## config.mk

```make
export PLATFORM = sky130hd
export DESIGN_NAME = raycast_column_scheduler_flat
export DESIGN_NICKNAME = d
export VERILOG_FILES = /design/src/rtl/raycast_column_scheduler_if.sv /design/src/rtl/raycast_column_scheduler.sv /design/src/flat_wrapper.sv
export SDC_FILE = /design/constraint.sdc
export NUM_CORES = 1
export LEC_CHECK = 0
export ABC_AREA = 1
export CAP_MARGIN = 15
export CELL_PAD_IN_SITES_DETAIL_PLACEMENT = 0
export CELL_PAD_IN_SITES_GLOBAL_PLACEMENT = 1
export CORE_UTILIZATION = 39
export CTS_BUF_LIST = sky130_fd_sc_hd__clkbuf_4 sky130_fd_sc_hd__clkbuf_8
export DETAILED_ROUTE_END_ITERATION = 7
export MAX_ROUTING_LAYER = met4
export PLACE_DENSITY_LB_ADDON = 0.12
export SYNTH_ARGS = -nofsm -noshare
export SYNTH_HDL_FRONTEND = slang
export SYNTH_SLANG_ARGS = --single-unit
```

## constraint.sdc

```tcl
create_clock -name clock -period 2.88 [get_ports clock]
set_input_delay 0.432 -clock clock [delete_from_list [all_inputs] [get_ports clock]]
set_output_delay 0.432 -clock clock [all_outputs]
set_load 0.01 [all_outputs]
```

## src/rtl/raycast_column_scheduler_if.sv

```systemverilog
// Raytracer job bus plus column-draw result stream for the column scheduler.
// master = scheduler side, slave = raytracer / draw-stage side.
interface raycast_column_scheduler_if #(
  parameter int unsigned COL_W = 8
);
  logic             rt_start;
  logic [13:0]      rt_x;
  logic [12:0]      rt_y;
  logic [7:0]       rt_angle;
  logic             rt_done;
  logic [5:0]       rt_result_x;
  logic [4:0]       rt_result_y;
  logic             col_valid;
  logic             col_ready;
  logic [COL_W-1:0] col_index;
  logic [5:0]       col_hit_x;
  logic [4:0]       col_hit_y;
  logic             col_miss;

  modport master (
    output rt_start, rt_x, rt_y, rt_angle,
    input  rt_done, rt_result_x, rt_result_y,
    output col_valid, col_index, col_hit_x, col_hit_y, col_miss,
    input  col_ready
  );

  modport slave (
    input  rt_start, rt_x, rt_y, rt_angle,
    output rt_done, rt_result_x, rt_result_y,
    input  col_valid, col_index, col_hit_x, col_hit_y, col_miss,
    output col_ready
  );
endinterface

```

## src/rtl/raycast_column_scheduler.sv

```systemverilog
// Frame sequencer: sweeps NUM_COLS columns, launching one raytracer job per column and streaming
// each hit cell to the draw stage. A watchdog turns runaway rays into misses.
module raycast_column_scheduler #(
  parameter int unsigned NUM_COLS   = 160,
  parameter int unsigned COL_W      = 8,
  parameter int unsigned FOV        = 43,
  parameter int unsigned MAX_CYCLES = 1024
) (
  input  logic                              clock,
  input  logic                              resetn,
  input  logic                              frame_start,
  input  logic [13:0]                       player_x,
  input  logic [12:0]                       player_y,
  input  logic [7:0]                        player_angle,
  raycast_column_scheduler_if.master        bus,
  output logic                              busy,
  output logic                              frame_done
);

  localparam int unsigned       WdW       = (MAX_CYCLES > 2) ? $clog2(MAX_CYCLES) : 1;
  localparam logic [15:0]       AngleStep = 16'((FOV << 8) / NUM_COLS);
  localparam logic [15:0]       HalfFov   = 16'(FOV << 7);
  localparam logic [COL_W-1:0]  LastCol   = COL_W'(NUM_COLS - 1);
  localparam logic [WdW-1:0]    WdLast    = WdW'(MAX_CYCLES - 1);

  typedef enum logic [2:0] {
    StIdle, StLaunch, StWaitRt, StEmit, StDrain, StFrameEnd, StDrainEnd
  } state_e;

  state_e           state_q, state_d;
  logic [13:0]      pos_x_q, pos_x_d;
  logic [12:0]      pos_y_q, pos_y_d;
  logic [15:0]      acc_q, acc_d;
  logic [COL_W-1:0] col_idx_q, col_idx_d;
  logic [WdW-1:0]   wd_q, wd_d;
  logic [5:0]       hit_x_q, hit_x_d;
  logic [4:0]       hit_y_q, hit_y_d;
  logic             miss_q, miss_d;
  logic             drain_q, drain_d;

  always_ff @(posedge clock or negedge resetn) begin
    if (!resetn) begin
      state_q   <= StIdle;
      pos_x_q   <= '0;
      pos_y_q   <= '0;
      acc_q     <= '0;
      col_idx_q <= '0;
      wd_q      <= '0;
      hit_x_q   <= '0;
      hit_y_q   <= '0;
      miss_q    <= 1'b0;
      drain_q   <= 1'b0;
    end else begin
      state_q   <= state_d;
      pos_x_q   <= pos_x_d;
      pos_y_q   <= pos_y_d;
      acc_q     <= acc_d;
      col_idx_q <= col_idx_d;
      wd_q      <= wd_d;
      hit_x_q   <= hit_x_d;
      hit_y_q   <= hit_y_d;
      miss_q    <= miss_d;
      drain_q   <= drain_d;
    end
  end

  always_comb begin
    state_d   = state_q;
    pos_x_d   = pos_x_q;
    pos_y_d   = pos_y_q;
    acc_d     = acc_q;
    col_idx_d = col_idx_q;
    wd_d      = wd_q;
    hit_x_d   = hit_x_q;
    hit_y_d   = hit_y_q;
    miss_d    = miss_q;
    // A late completion from a timed-out job retires it whatever state we are in.
    drain_d   = bus.rt_done ? 1'b0 : drain_q;

    unique case (state_q)
      StIdle: begin
        if (frame_start) begin
          pos_x_d   = player_x;
          pos_y_d   = player_y;
          col_idx_d = '0;
          acc_d     = {player_angle, 8'h00} - HalfFov;
          state_d   = StLaunch;
        end
      end
      StLaunch: begin
        wd_d    = '0;
        state_d = StWaitRt;
      end
      StWaitRt: begin
        wd_d = wd_q + WdW'(1);
        if (bus.rt_done) begin
          hit_x_d = bus.rt_result_x;
          hit_y_d = bus.rt_result_y;
          miss_d  = 1'b0;
          state_d = StEmit;
        end else if (wd_q == WdLast) begin
          hit_x_d = '0;
          hit_y_d = '0;
          miss_d  = 1'b1;
          drain_d = 1'b1;
          state_d = StEmit;
        end
      end
      StEmit: begin
        if (bus.col_ready) begin
          if (col_idx_q == LastCol) begin
            state_d = StFrameEnd;
          end else begin
            col_idx_d = col_idx_q + COL_W'(1);
            acc_d     = acc_q + AngleStep;
            state_d   = drain_q ? StDrain : StLaunch;
          end
        end
      end
      StDrain: begin
        if (!drain_q) state_d = StLaunch;
      end
      StFrameEnd: begin
        state_d = drain_q ? StDrainEnd : StIdle;
      end
      StDrainEnd: begin
        if (!drain_q) state_d = StIdle;
      end
      default: state_d = StIdle;
    endcase
  end

  assign bus.rt_start  = (state_q == StLaunch);
  assign bus.rt_x      = pos_x_q;
  assign bus.rt_y      = pos_y_q;
  assign bus.rt_angle  = acc_q[15:8];
  assign bus.col_valid = (state_q == StEmit);
  assign bus.col_index = col_idx_q;
  assign bus.col_hit_x = hit_x_q;
  assign bus.col_hit_y = hit_y_q;
  assign bus.col_miss  = miss_q;
  assign busy          = (state_q != StIdle);
  assign frame_done    = (state_q == StFrameEnd);

endmodule

```

## src/flat_wrapper.sv

```systemverilog
// flat-port wrapper written by rule: the top's interface ports become plain ports
module raycast_column_scheduler_flat 
#(
  parameter int unsigned NUM_COLS   = 160,
  parameter int unsigned COL_W      = 8,
  parameter int unsigned FOV        = 43,
  parameter int unsigned MAX_CYCLES = 1024
)
  (clock, resetn, frame_start, player_x, player_y, player_angle, busy, frame_done, bus_rt_start, bus_rt_x, bus_rt_y, bus_rt_angle, bus_rt_done, bus_rt_result_x, bus_rt_result_y, bus_col_valid, bus_col_index, bus_col_hit_x, bus_col_hit_y, bus_col_miss, bus_col_ready);
  raycast_column_scheduler_if #(.COL_W(COL_W)) bus_i ();
  input  logic clock;
  input  logic resetn;
  input  logic frame_start;
  input  logic [13:0] player_x;
  input  logic [12:0] player_y;
  input  logic [7:0] player_angle;
  output logic busy;
  output logic frame_done;
  output wire logic [$bits(bus_i.rt_start)-1:0] bus_rt_start;
  output wire logic [$bits(bus_i.rt_x)-1:0] bus_rt_x;
  output wire logic [$bits(bus_i.rt_y)-1:0] bus_rt_y;
  output wire logic [$bits(bus_i.rt_angle)-1:0] bus_rt_angle;
  input wire logic [$bits(bus_i.rt_done)-1:0] bus_rt_done;
  input wire logic [$bits(bus_i.rt_result_x)-1:0] bus_rt_result_x;
  input wire logic [$bits(bus_i.rt_result_y)-1:0] bus_rt_result_y;
  output wire logic [$bits(bus_i.col_valid)-1:0] bus_col_valid;
  output wire logic [$bits(bus_i.col_index)-1:0] bus_col_index;
  output wire logic [$bits(bus_i.col_hit_x)-1:0] bus_col_hit_x;
  output wire logic [$bits(bus_i.col_hit_y)-1:0] bus_col_hit_y;
  output wire logic [$bits(bus_i.col_miss)-1:0] bus_col_miss;
  input wire logic [$bits(bus_i.col_ready)-1:0] bus_col_ready;
  assign bus_rt_start = bus_i.rt_start;
  assign bus_rt_x = bus_i.rt_x;
  assign bus_rt_y = bus_i.rt_y;
  assign bus_rt_angle = bus_i.rt_angle;
  assign bus_i.rt_done = bus_rt_done;
  assign bus_i.rt_result_x = bus_rt_result_x;
  assign bus_i.rt_result_y = bus_rt_result_y;
  assign bus_col_valid = bus_i.col_valid;
  assign bus_col_index = bus_i.col_index;
  assign bus_col_hit_x = bus_i.col_hit_x;
  assign bus_col_hit_y = bus_i.col_hit_y;
  assign bus_col_miss = bus_i.col_miss;
  assign bus_i.col_ready = bus_col_ready;
  raycast_column_scheduler #(.NUM_COLS(NUM_COLS), .COL_W(COL_W), .FOV(FOV), .MAX_CYCLES(MAX_CYCLES)) u_core (.clock(clock), .resetn(resetn), .frame_start(frame_start), .player_x(player_x), .player_y(player_y), .player_angle(player_angle), .bus(bus_i), .busy(busy), .frame_done(frame_done));
endmodule
```

==> summary.md <==
| Metric | Value |
|---|---|
| Crit end category | `output port` |
| WL per Instance | `13.6 µm` |
| Layout Skew | `0.0126 ns` |
| Number of max-cap violations | `0` |
| Hold Buf Count CTS | `0` |
| TritonCTS clock tree | `built` |
| Pwr dens | `960 nW/µm²` |
| Min cycle time layout | `2.24 ns` |
| Port bufs | `109` |
| Hpwl dp | `6690 µm` |
| DRT Pass-1 Iters | `4` |
| Syn nets | `504` |
| DP Area | `5040 µm²` |
| Initial antenna violation count | `0` |
| Fin Setup TNS | `0 ns` |
| Worst min-delay path class | `input port to async pin` |
| Slew margin rel. | `0.348` |
| Sequential cell area | `1880 µm²` |
| Synth Area per Inst | `8.68 µm²` |
| Final GP Congestion | `0.738` |
| Yosys reg bits | `75` |
| Std-Cell Core Area | `9730 µm²` |
| Max FO, Critical Path | `6` |
| Final count of hold timing violations | `0` |
| Critical path type | `flop to output port` |
| GRT Util Overall | `0.196` |
| Post-synth EDFFs | `0` |
| Distinct cells, synth | `34` |
| Slew @ Worst Pin | `0.978 ns` |
| Num CTS Buffers | `9` |
| Final Setup Violations | `0` |
| Layout area overhead | `35.5%` |
| Die Area | `10400 µm²` |
| CTS clk-pin slew, worst paths | `0.08 ns` |
| Fill count | `910` |
| Largest cells by area after synthesis | `dfrtp_1 (48%), nand2_1 (12%), mux2_2 (7.5%), nand3_1 (6.2%), inv_1 (3.9%)` |
| Final Cycle Share | `0.777` |
| CTS resizes | `0` |
| Max Clock Freq | `447 MHz` |
| Slowest-stage cell, CP | `clkdlybuf4s50_1` |
| Yosys warning count | `0` |
| Clk sinks | `75` |
| First-pass GRT wire length | `15200 µm` |
| Routed vias | `3276` |
| Clock Path Buffers | `2` |
| Ports | `110` |
| Nets | `608` |
| ANT nets after route | `0` |
| Asr flop ratio synth | `1.00` |
| Startpoint types | `flop` |
| Total power | `5070 µW` |
| Post-synth top area share | `0.482` |
| Most numerous cell in the Yosys netlist | `nand2_1` |
| DIE WIDTH | `102 µm` |
| Worst reg2reg setup slack | `1.04 ns` |
| Initial core utilization | `0.400` |
| Root Driver | `clkbuf_8` |
| Pin count of the biggest net entering global routing | `76` |
| Grt ovf | `0` |
| Multi-input logic area | `1720 µm²` |
| Die height | `102 µm` |
| Ant diodes | `0` |
| DR iter-0 viols | `145` |
| Unrepaired setup endpoints after global routing | `false` |
| Layout cells sized above 1 | `0.115` |
| Synthesized instance count | `449` |
| Synth area leader | `dfrtp_1` |
| Row count | `36` |
| Top FF cell, synth | `dfrtp_1` |
| Worst EP arrival | `1.81 ns` |
| Top post-synthesis cells by count | `nand2_1 (126), dfrtp_1 (75), nand3_1 (48)` |
| Routed wire length | `9380 µm` |
| Slew Limit Fails | `0` |
| Sequential area share after synthesis | `0.482` |
| Remaining DRCs | `0` |
| Postcts setup bufs | `0` |
| Syn Std Cell Area | `3900 µm²` |
| Via density | `4.74` |
| Leak pwr | `0.00241 µW` |
| Crit path required time | `2.45 ns` |
| H-tree depth | `3` |
| Status | `finished clean` |
| Vias in the first global route | `3230` |
| Worst vdd ir | `494 µV` |
| Clock insertion delay at the later pin of the skew report | `0.34 ns` |
| Final instance area | `5280 µm²` |
| Worst-path cell chain | `inv_2, nor3_1, clkdlybuf4s50_1` |
| Max incr delay on CP | `0.61 ns` |
-- critical path: cells and delay by family, from the launching register on --
family | cells | cell delay (ns)
buffers and inverters | 2 | 0.73
AND/OR/NAND/NOR | 1 | 0.25
flip-flops | 1 | 0.49
-- cells in the final DEF, fill, tap and decap left out --
| cell | Yosys | routed |
|---|---|---|
| nor2_8 | 2 | 2 |
| nand3_4 | 1 | 1 |
| xor2_1 | 8 | 8 |
| o22ai_1 | 4 | 4 |
| inv_1 | 40 | 40 |
| o21ai_0 | 17 | 17 |
| a21oi_1 | 8 | 8 |
| o21ai_1 | 6 | 6 |
| nor3b_1 | 1 | 1 |
| nand4_1 | 8 | 8 |
| bufinv_16 | 0 | 2 |
| xnor2_1 | 2 | 2 |
| a21oi_2 | 1 | 1 |
| o211ai_1 | 1 | 1 |
| clkbuf_8 | 0 | 11 |
| nand2_4 | 4 | 4 |
| mux2_1 | 1 | 1 |
| nand3_1 | 48 | 48 |
| nand2_2 | 2 | 2 |
| a22o_1 | 1 | 1 |
| nand3_2 | 2 | 2 |
| nor2_1 | 27 | 27 |
| nor3_1 | 7 | 7 |
| inv_2 | 2 | 2 |
| ha_1 | 4 | 4 |
| inv_4 | 1 | 1 |
| nor2_2 | 1 | 1 |
| buf_4 | 11 | 5 |
| or2_2 | 1 | 1 |
| clkinv_4 | 0 | 2 |
| nand3b_1 | 2 | 2 |
| mux2_2 | 26 | 26 |
| dfrtp_1 | 75 | 75 |
| nand2_1 | 126 | 126 |
| clkinvlp_4 | 0 | 1 |
| clkdlybuf4s50_1 | 0 | 108 |
-- worst paths after layout --
| check | to | cells past startpoint | start |
|---|---|---|---|
| setup reg to reg | u_core.bus.rt_x[1]$_DFFE_PN0P_ | 5 | u_core.state_q[0]$_DFFE_PN0P_ |
| hold / removal | u_core.acc_q[12]$_DFFE_PN0P_ | 1 | resetn |
| min in group clock | u_core.bus.col_hit_x[4]$_DFFE_PN0P_ | 2 | u_core.bus.col_hit_x[4]$_DFFE_PN0P_ |
| setup / recovery | frame_done | 3 | u_core.state_q[2]$_DFFE_PN0P_ |
| max in group asynchronous | u_core.wd_q[5]$_DFFE_PN0P_ | 1 | resetn |
| hold reg to reg | u_core.bus.col_hit_x[4]$_DFFE_PN0P_ | 2 | u_core.bus.col_hit_x[4]$_DFFE_PN0P_ |
-- cells by family after synthesis --
family | Yosys count | synth area share
and+or+nand+nor | 232 | 0.275
DFF | 75 | 0.482
buffers and inverters | 63 | 0.0777
AOI/OAI and AO/OA | 38 | 0.0527
muxes | 27 | 0.0780
xor gates and xnor gates | 10 | 0.0225
adders and majority gates | 4 | 0.0128
-- cell type report --
| type | instances | area share |
|---|---|---|
| tap | 133 | 0.0315 |
| clock buffer | 11 | 0.0287 |
| inverter | 43 | 0.0310 |
| multi-input combinational | 311 | 0.325 |
| sequential | 75 | 0.356 |
| timing repair buffer | 113 | 0.212 |
| clock inverter | 5 | 0.0161 |
-- metrics by stage --
stage / instances / utilization / setup slack (ns) / hold slack (ns)
finish: 691 / 0.543 / 0.641 / 0.233
global placement: 675 / 0.518 / 0.863 / 0.454
floorplan: 449 / - / 1.32 / 0.136
global route: 691 / 0.543 / 0.496 / 0.317
CTS: 691 / 0.543 / 0.613 / 0.282
detailed placement: 675 / 0.518 / 0.824 / 0.464
-- layer usage --
metal / global-route usage / part of all wire / up-vias
li1: - / - / 1664
met3: 0.0547 / 0.043 / 2
met1: 0.241 / 0.46 / 1551
met2: 0.313 / 0.49 / 59
met5: - / 0 / -
met4: 0.0593 / 0.00096 / 0
-- report_power, final --
| group | switching (µW) | leakage, µW | internal, µW |
|---|---|---|---|
| sequential | 302 | 0.000943 | 1450 |
| combinational | 1180 | 0.00135 | 1180 |
| clock | 416 | 0.000116 | 539 |
| total | 1900 | 0.00241 | 3170 |
-- flip-flops by register name, summed over array words and instances, names as in the netlist --
signal                flops
u_core.wd_q              10
u_core.bus.col_miss       1
u_core.drain_q            1
u_core.bus.rt_x          14
u_core.bus.col_hit_x      6
u_core.bus.col_hit_y      5
u_core.bus.col_index      8
u_core.acc_q             14
u_core.state_q            3
u_core.bus.rt_y          13
No activity file was read; power rests on OpenSTA's default activity.
==> RTL change 1, RTL diff (same flow settings) <==
The 7 states of `state_e` get a one-hot encoding in 7 bits.
--- a/src/rtl/raycast_column_scheduler.sv
+++ b/src/rtl/raycast_column_scheduler.sv
@@ -25,4 +25,4 @@
 
-  typedef enum logic [2:0] {
-    StIdle, StLaunch, StWaitRt, StEmit, StDrain, StFrameEnd, StDrainEnd
+  typedef enum logic [6:0] {
+    StIdle = 7'b0000001, StLaunch = 7'b0000010, StWaitRt = 7'b0000100, StEmit = 7'b0001000, StDrain = 7'b0010000, StFrameEnd = 7'b0100000, StDrainEnd = 7'b1000000
   } state_e;
Check against the original RTL: no difference found for any inputs over 10 cycles, from zero or initial values and one cycle with resetn low; not proved beyond that.
==> RTL change 1 against the unedited design <==
Non-clock buffer count grew 2; power is 9.9% lower; wire length rose by 5.2%; sequential cell count is 4 higher; sequential power shrank 2%; register-to-register slack lost 0.15 ns; cell count increased by 12%; area after synthesis increased by 4.7%; first-iteration DRC count grew 5.5%; clock power down 9.5%; cell area is 2.7% higher; setup slack worse by 0.24 ns.
==> RTL change 1: results <==
[worst_hold_path]
min-delay-path-class = "in2async"

[route]
route.vias.total = 3633
wl_met2_um = 4510
first_pass_iters = 4
totalWireLength_um = 9870
met3WireLength_um = 407
drtIter0Drc = 153
highest_layer = "met4"
wl_met1_um = 4740

[grt]
grtUsageTotal = 0.192
antenna_found_initial = 0
grt_max_degree = 80
grt_pass1_vias = 3296
grt_pass1_wl_um = 16100

[clock_tree]
clk_latency_ns = 0.36
post_cts_resized = 0
clkSlewWorstSetupHoldPaths_ns = 0.08
htreeDepth = 3
cts_buffers = 9
cts.path.max_buffers = 2

[setup_path]
critPathMaxFanout = 5
worstPathArrival_ns = 2.05
r2r-end = "u_core.bus.col_miss"
timing.reg2reg.worst_path_depth = 7
r2r_slack_ns = 0.89
r2r_start = "u_core.wd_q[0]"

[logic_synthesis]
synth_compound_area_frac = 0.0549
ys.flop_type = "dfrtp_1"
synth_xor_area_frac = 0.0150
synthTopCellsByArea = "dfrtp_1, nand2_1, nand3_1"
synth_fa_ha_area_frac = 0.0123
yosys-top-cells-count = "nand2_1, dfrtp_1, nand3_1"
synth_cell_types = 33
synth_area_per_cell_sq_um = 7.66
seq_area_frac_synth = 0.485
synthesis.nets = 588
synthArstFlopShare = 1.00
synthMuxAreaShare = 0.00736

[place]
dp_hpwl_um = 7070
pre_cts_slack_ns = 0.794
routabilityCongestion = 0.781
dpl_cell_area_sq_mm = 0.00522
post-place-cells = 758
port_buffers = 109

[power_and_ir_drop]
pwr-share-comb = 0.437
ir_worst_vdd_mv = 0.427
p_leak_nw = 2.70
p_int_w = 0.00281
seqPwrFrac = 0.374
p_sw_frac = 0.384

[cells_and_area]
nets = 691
stdcell_count = 774
drive_gt1_frac = 0.0686

[sta]
holdWs_ns = 0.216
fin_skew_ns = 0.0103
timing.slew.headroom = 0.318

[run_status]
status = "finished, final reports clean"
==> RTL change 1: cell types whose count changed in the layout (fill, tap and decap cells not counted), moves of 4 or more <==
cell and change:
o21ai_1 +4, a21oi_1 -6, o21bai_1 +4, nor2_1 +10, mux2_2 -26, inv_1 +6, nand2_4 -4, nand2_1 +87
==> RTL change 1: layout make-up <==
| type | instances | area, sq um |
|---|---|---|
| Inverter | 50 | 193 |
| Fill cell | 965 | 4530 |
| Clock inverter | 6 | 66.3 |
| Timing Repair Buffer | 115 | 1130 |
| Multi-Input combinational cell | 381 | 1750 |
| Sequential cell | 79 | 1980 |
| Tap cell | 133 | 166 |
| Clock buffer | 10 | 138 |
==> RTL change 1: worst max-delay path, cell delays in order (launching register included) <==
cell	delay, ns
dfrtp_1	0.46
nor2_2	0.17
nand2_2	0.10
nor2_1	0.35
clkdlybuf4s50_1	0.61
==> RTL change 1: cells by family after synthesis <==
logic type      count (synthesis)
simple gates                  329
flops                          79
buf+inv                        73
compound gates                 38
xor+xnor                        7
fa+ha+maj                       4
mux                             3
==> RTL change 1: per-layer routing <==
layer / GRT usage / vias to the layer above
met1: 0.250 / 1659
met2: 0.291 / 84
met3: 0.0363 / 14
met5: - / -
met4: 0.0827 / 0
li1: - / 1876
==> RTL change 1: how the worst max path moves through the flow <==
stage | start | end | slack, ns | depth (start not counted)
floorplan | u_core.bus.col_index[0] | u_core.acc_q[7] | 1.25 | 12
global placement | bus_rt_done | u_core.bus.col_miss | 0.86 | 4
detailed placement | u_core.state_q[4] | bus_col_valid | 0.79 | 4
CTS | u_core.state_q[4] | bus_col_valid | 0.38 | 4
global route | u_core.state_q[4] | bus_col_valid | 0.33 | 4
finish | u_core.state_q[4] | bus_col_valid | 0.40 | 4
==> RTL change 2, RTL diff (config.mk and constraints unchanged) <==
Made on the original files. `MAX_CYCLES` is set to 1024 in 2 places; all go to 2048.
--- a/src/rtl/raycast_column_scheduler.sv
+++ b/src/rtl/raycast_column_scheduler.sv
@@ -6,3 +6,3 @@
   parameter int unsigned FOV        = 43,
-  parameter int unsigned MAX_CYCLES = 1024
+  parameter int unsigned MAX_CYCLES = 2048
 ) (
--- a/src/flat_wrapper.sv
+++ b/src/flat_wrapper.sv
@@ -6,3 +6,3 @@
   parameter int unsigned FOV        = 43,
-  parameter int unsigned MAX_CYCLES = 1024
+  parameter int unsigned MAX_CYCLES = 2048
 )
Check against the original RTL: same outputs for any inputs over 10 cycles, from zero or initial values and one cycle with resetn low; that may be too few to reach the edited logic, so the function may still have changed.
==> RTL change 2 against the unedited design <==
Non-clock buffer count decreased by 1; critical path depth stayed put; cell area down 0.83%; power decreased by 4.6%; sequential cell count grew 1; wire length is 1.0% lower; core utilization shrank 0.45 points; count of clock-buffer cells in the layout is 2 lower; setup slack got worse by 0.028 ns; area after synthesis is the same; clock power shrank 20%.
==> RTL change 2: results <==
[run_status]
status = "finished, final reports clean"

[setup_path]
r2r_slack_ns = 0.95
worstPathArrival_ns = 1.83
timing.reg2reg.worst_path_depth = 7
r2r_start = "u_core.state_q[1]"

[route]
wl_met1_um = 4170
first_pass_iters = 5
wl_met2_um = 4620
wl_per_cell_um = 13.3
met3WireLength_um = 342
drtIter0Drc = 104
totalWireLength_um = 9280
vias_per_cell = 4.82

[logic_synthesis]
synthesis.nets = 512
yosys-top-cells-count = "nand2_1, dfrtp_1, nand3_1"
synth-seq-cells = 76
synthCells = 457
seq_area_frac_synth = 0.488
synthTopCellsByArea = "dfrtp_1, nand2_1, mux2_2"

[sta]
fin_skew_ns = 0.0121
timing.slew.headroom = 0.351

[grt]
grt_max_degree = 77
grtUsageTotal = 0.190
grt_pass1_wl_um = 14900
grt_pass1_vias = 3106

[power_and_ir_drop]
ir_worst_vdd_mv = 0.416
p_leak_nw = 2.38

[cells_and_area]
drive_gt1_frac = 0.110
nets = 615

[place]
dp_hpwl_um = 6640
routabilityCongestion = 0.773
pre_cts_slack_ns = 0.806
post-place-cells = 682
RTL change 2: cell types whose count changed in the layout (fill, tap and decap cells not counted), sizes merged, moves of 3 or more:
cell and delta:
nand2 +10, o21ai -4, nor3 -3, o22ai -3
nand3b +3, nand3 +3, nor2 +3
RTL change 2: report_power, final:
group	internal (W)	total, W	switching [W]
logic	0.00116	0.00231	0.00115
registers	0.00146	0.00176	0.000295
clock network	0.000323	0.000764	0.000441
total	0.00295	0.00484	0.00189
RTL change 2: kinds of logic after synthesis:
logic type	Yosys count	synth area share
flip-flops	76	0.488
multiplexers	27	0.0780
adder cells (fa/ha/maj)	4	0.0128
buffers and inverters	59	0.0723
AND/OR/NAND/NOR	247	0.279
XOR/XNOR	8	0.0180
AO/OA/AOI/OAI	36	0.0514
RTL change 2: through the flow:
step	area, sq um	total power [W]	utilization
final	5240	0.00484	0.538
after global placement	5050	0.00408	0.519
after floorplan	3900	0.00313	-
after detailed placement	5050	0.00412	0.519
after CTS	5240	0.00491	0.538
after global routing	5240	0.00520	0.538
RTL change 2: worst register-to-register path: cells and delay by family (launching register included):
kind | cells | cell delay (ns)
AOI/OAI and AO/OA | 1 | 0.08
DFF | 1 | 0.46
and+or+nand+nor | 5 | 1.09
buffers and inverters | 1 | 0.18
RTL change 2: cell type report:
class	count	area [sq um]	share of cell area
Sequential cell	76	1900	0.363
Tap cell	133	166	0.0318
Timing Repair Buffer	112	1120	0.215
Inverter	39	146	0.0280
Clock inverter	7	57.6	0.0110
Clock buffer	9	124	0.0237
Multi-Input combinational cell	322	1720	0.328
RTL change 2: layer usage:
layer  vias up  global-route usage
met2        66               0.302
met1      1599               0.242
met5         -                   -
li1       1687                   -
met3        10              0.0397
met4         0              0.0670
RTL change 2: worst max-delay path by stage:
| stage | slack [ns] | end | from |
|---|---|---|---|
| after floorplan | 1.33 | u_core.bus.rt_x[0] | u_core.state_q[0] |
| after global placement | 0.89 | u_core.acc_q[12] | frame_start |
| after detailed placement | 0.81 | u_core.acc_q[13] | player_angle[1] |
| after CTS | 0.60 | frame_done | u_core.state_q[2] |
| after global routing | 0.52 | frame_done | u_core.state_q[2] |
| final | 0.61 | frame_done | u_core.state_q[2] |
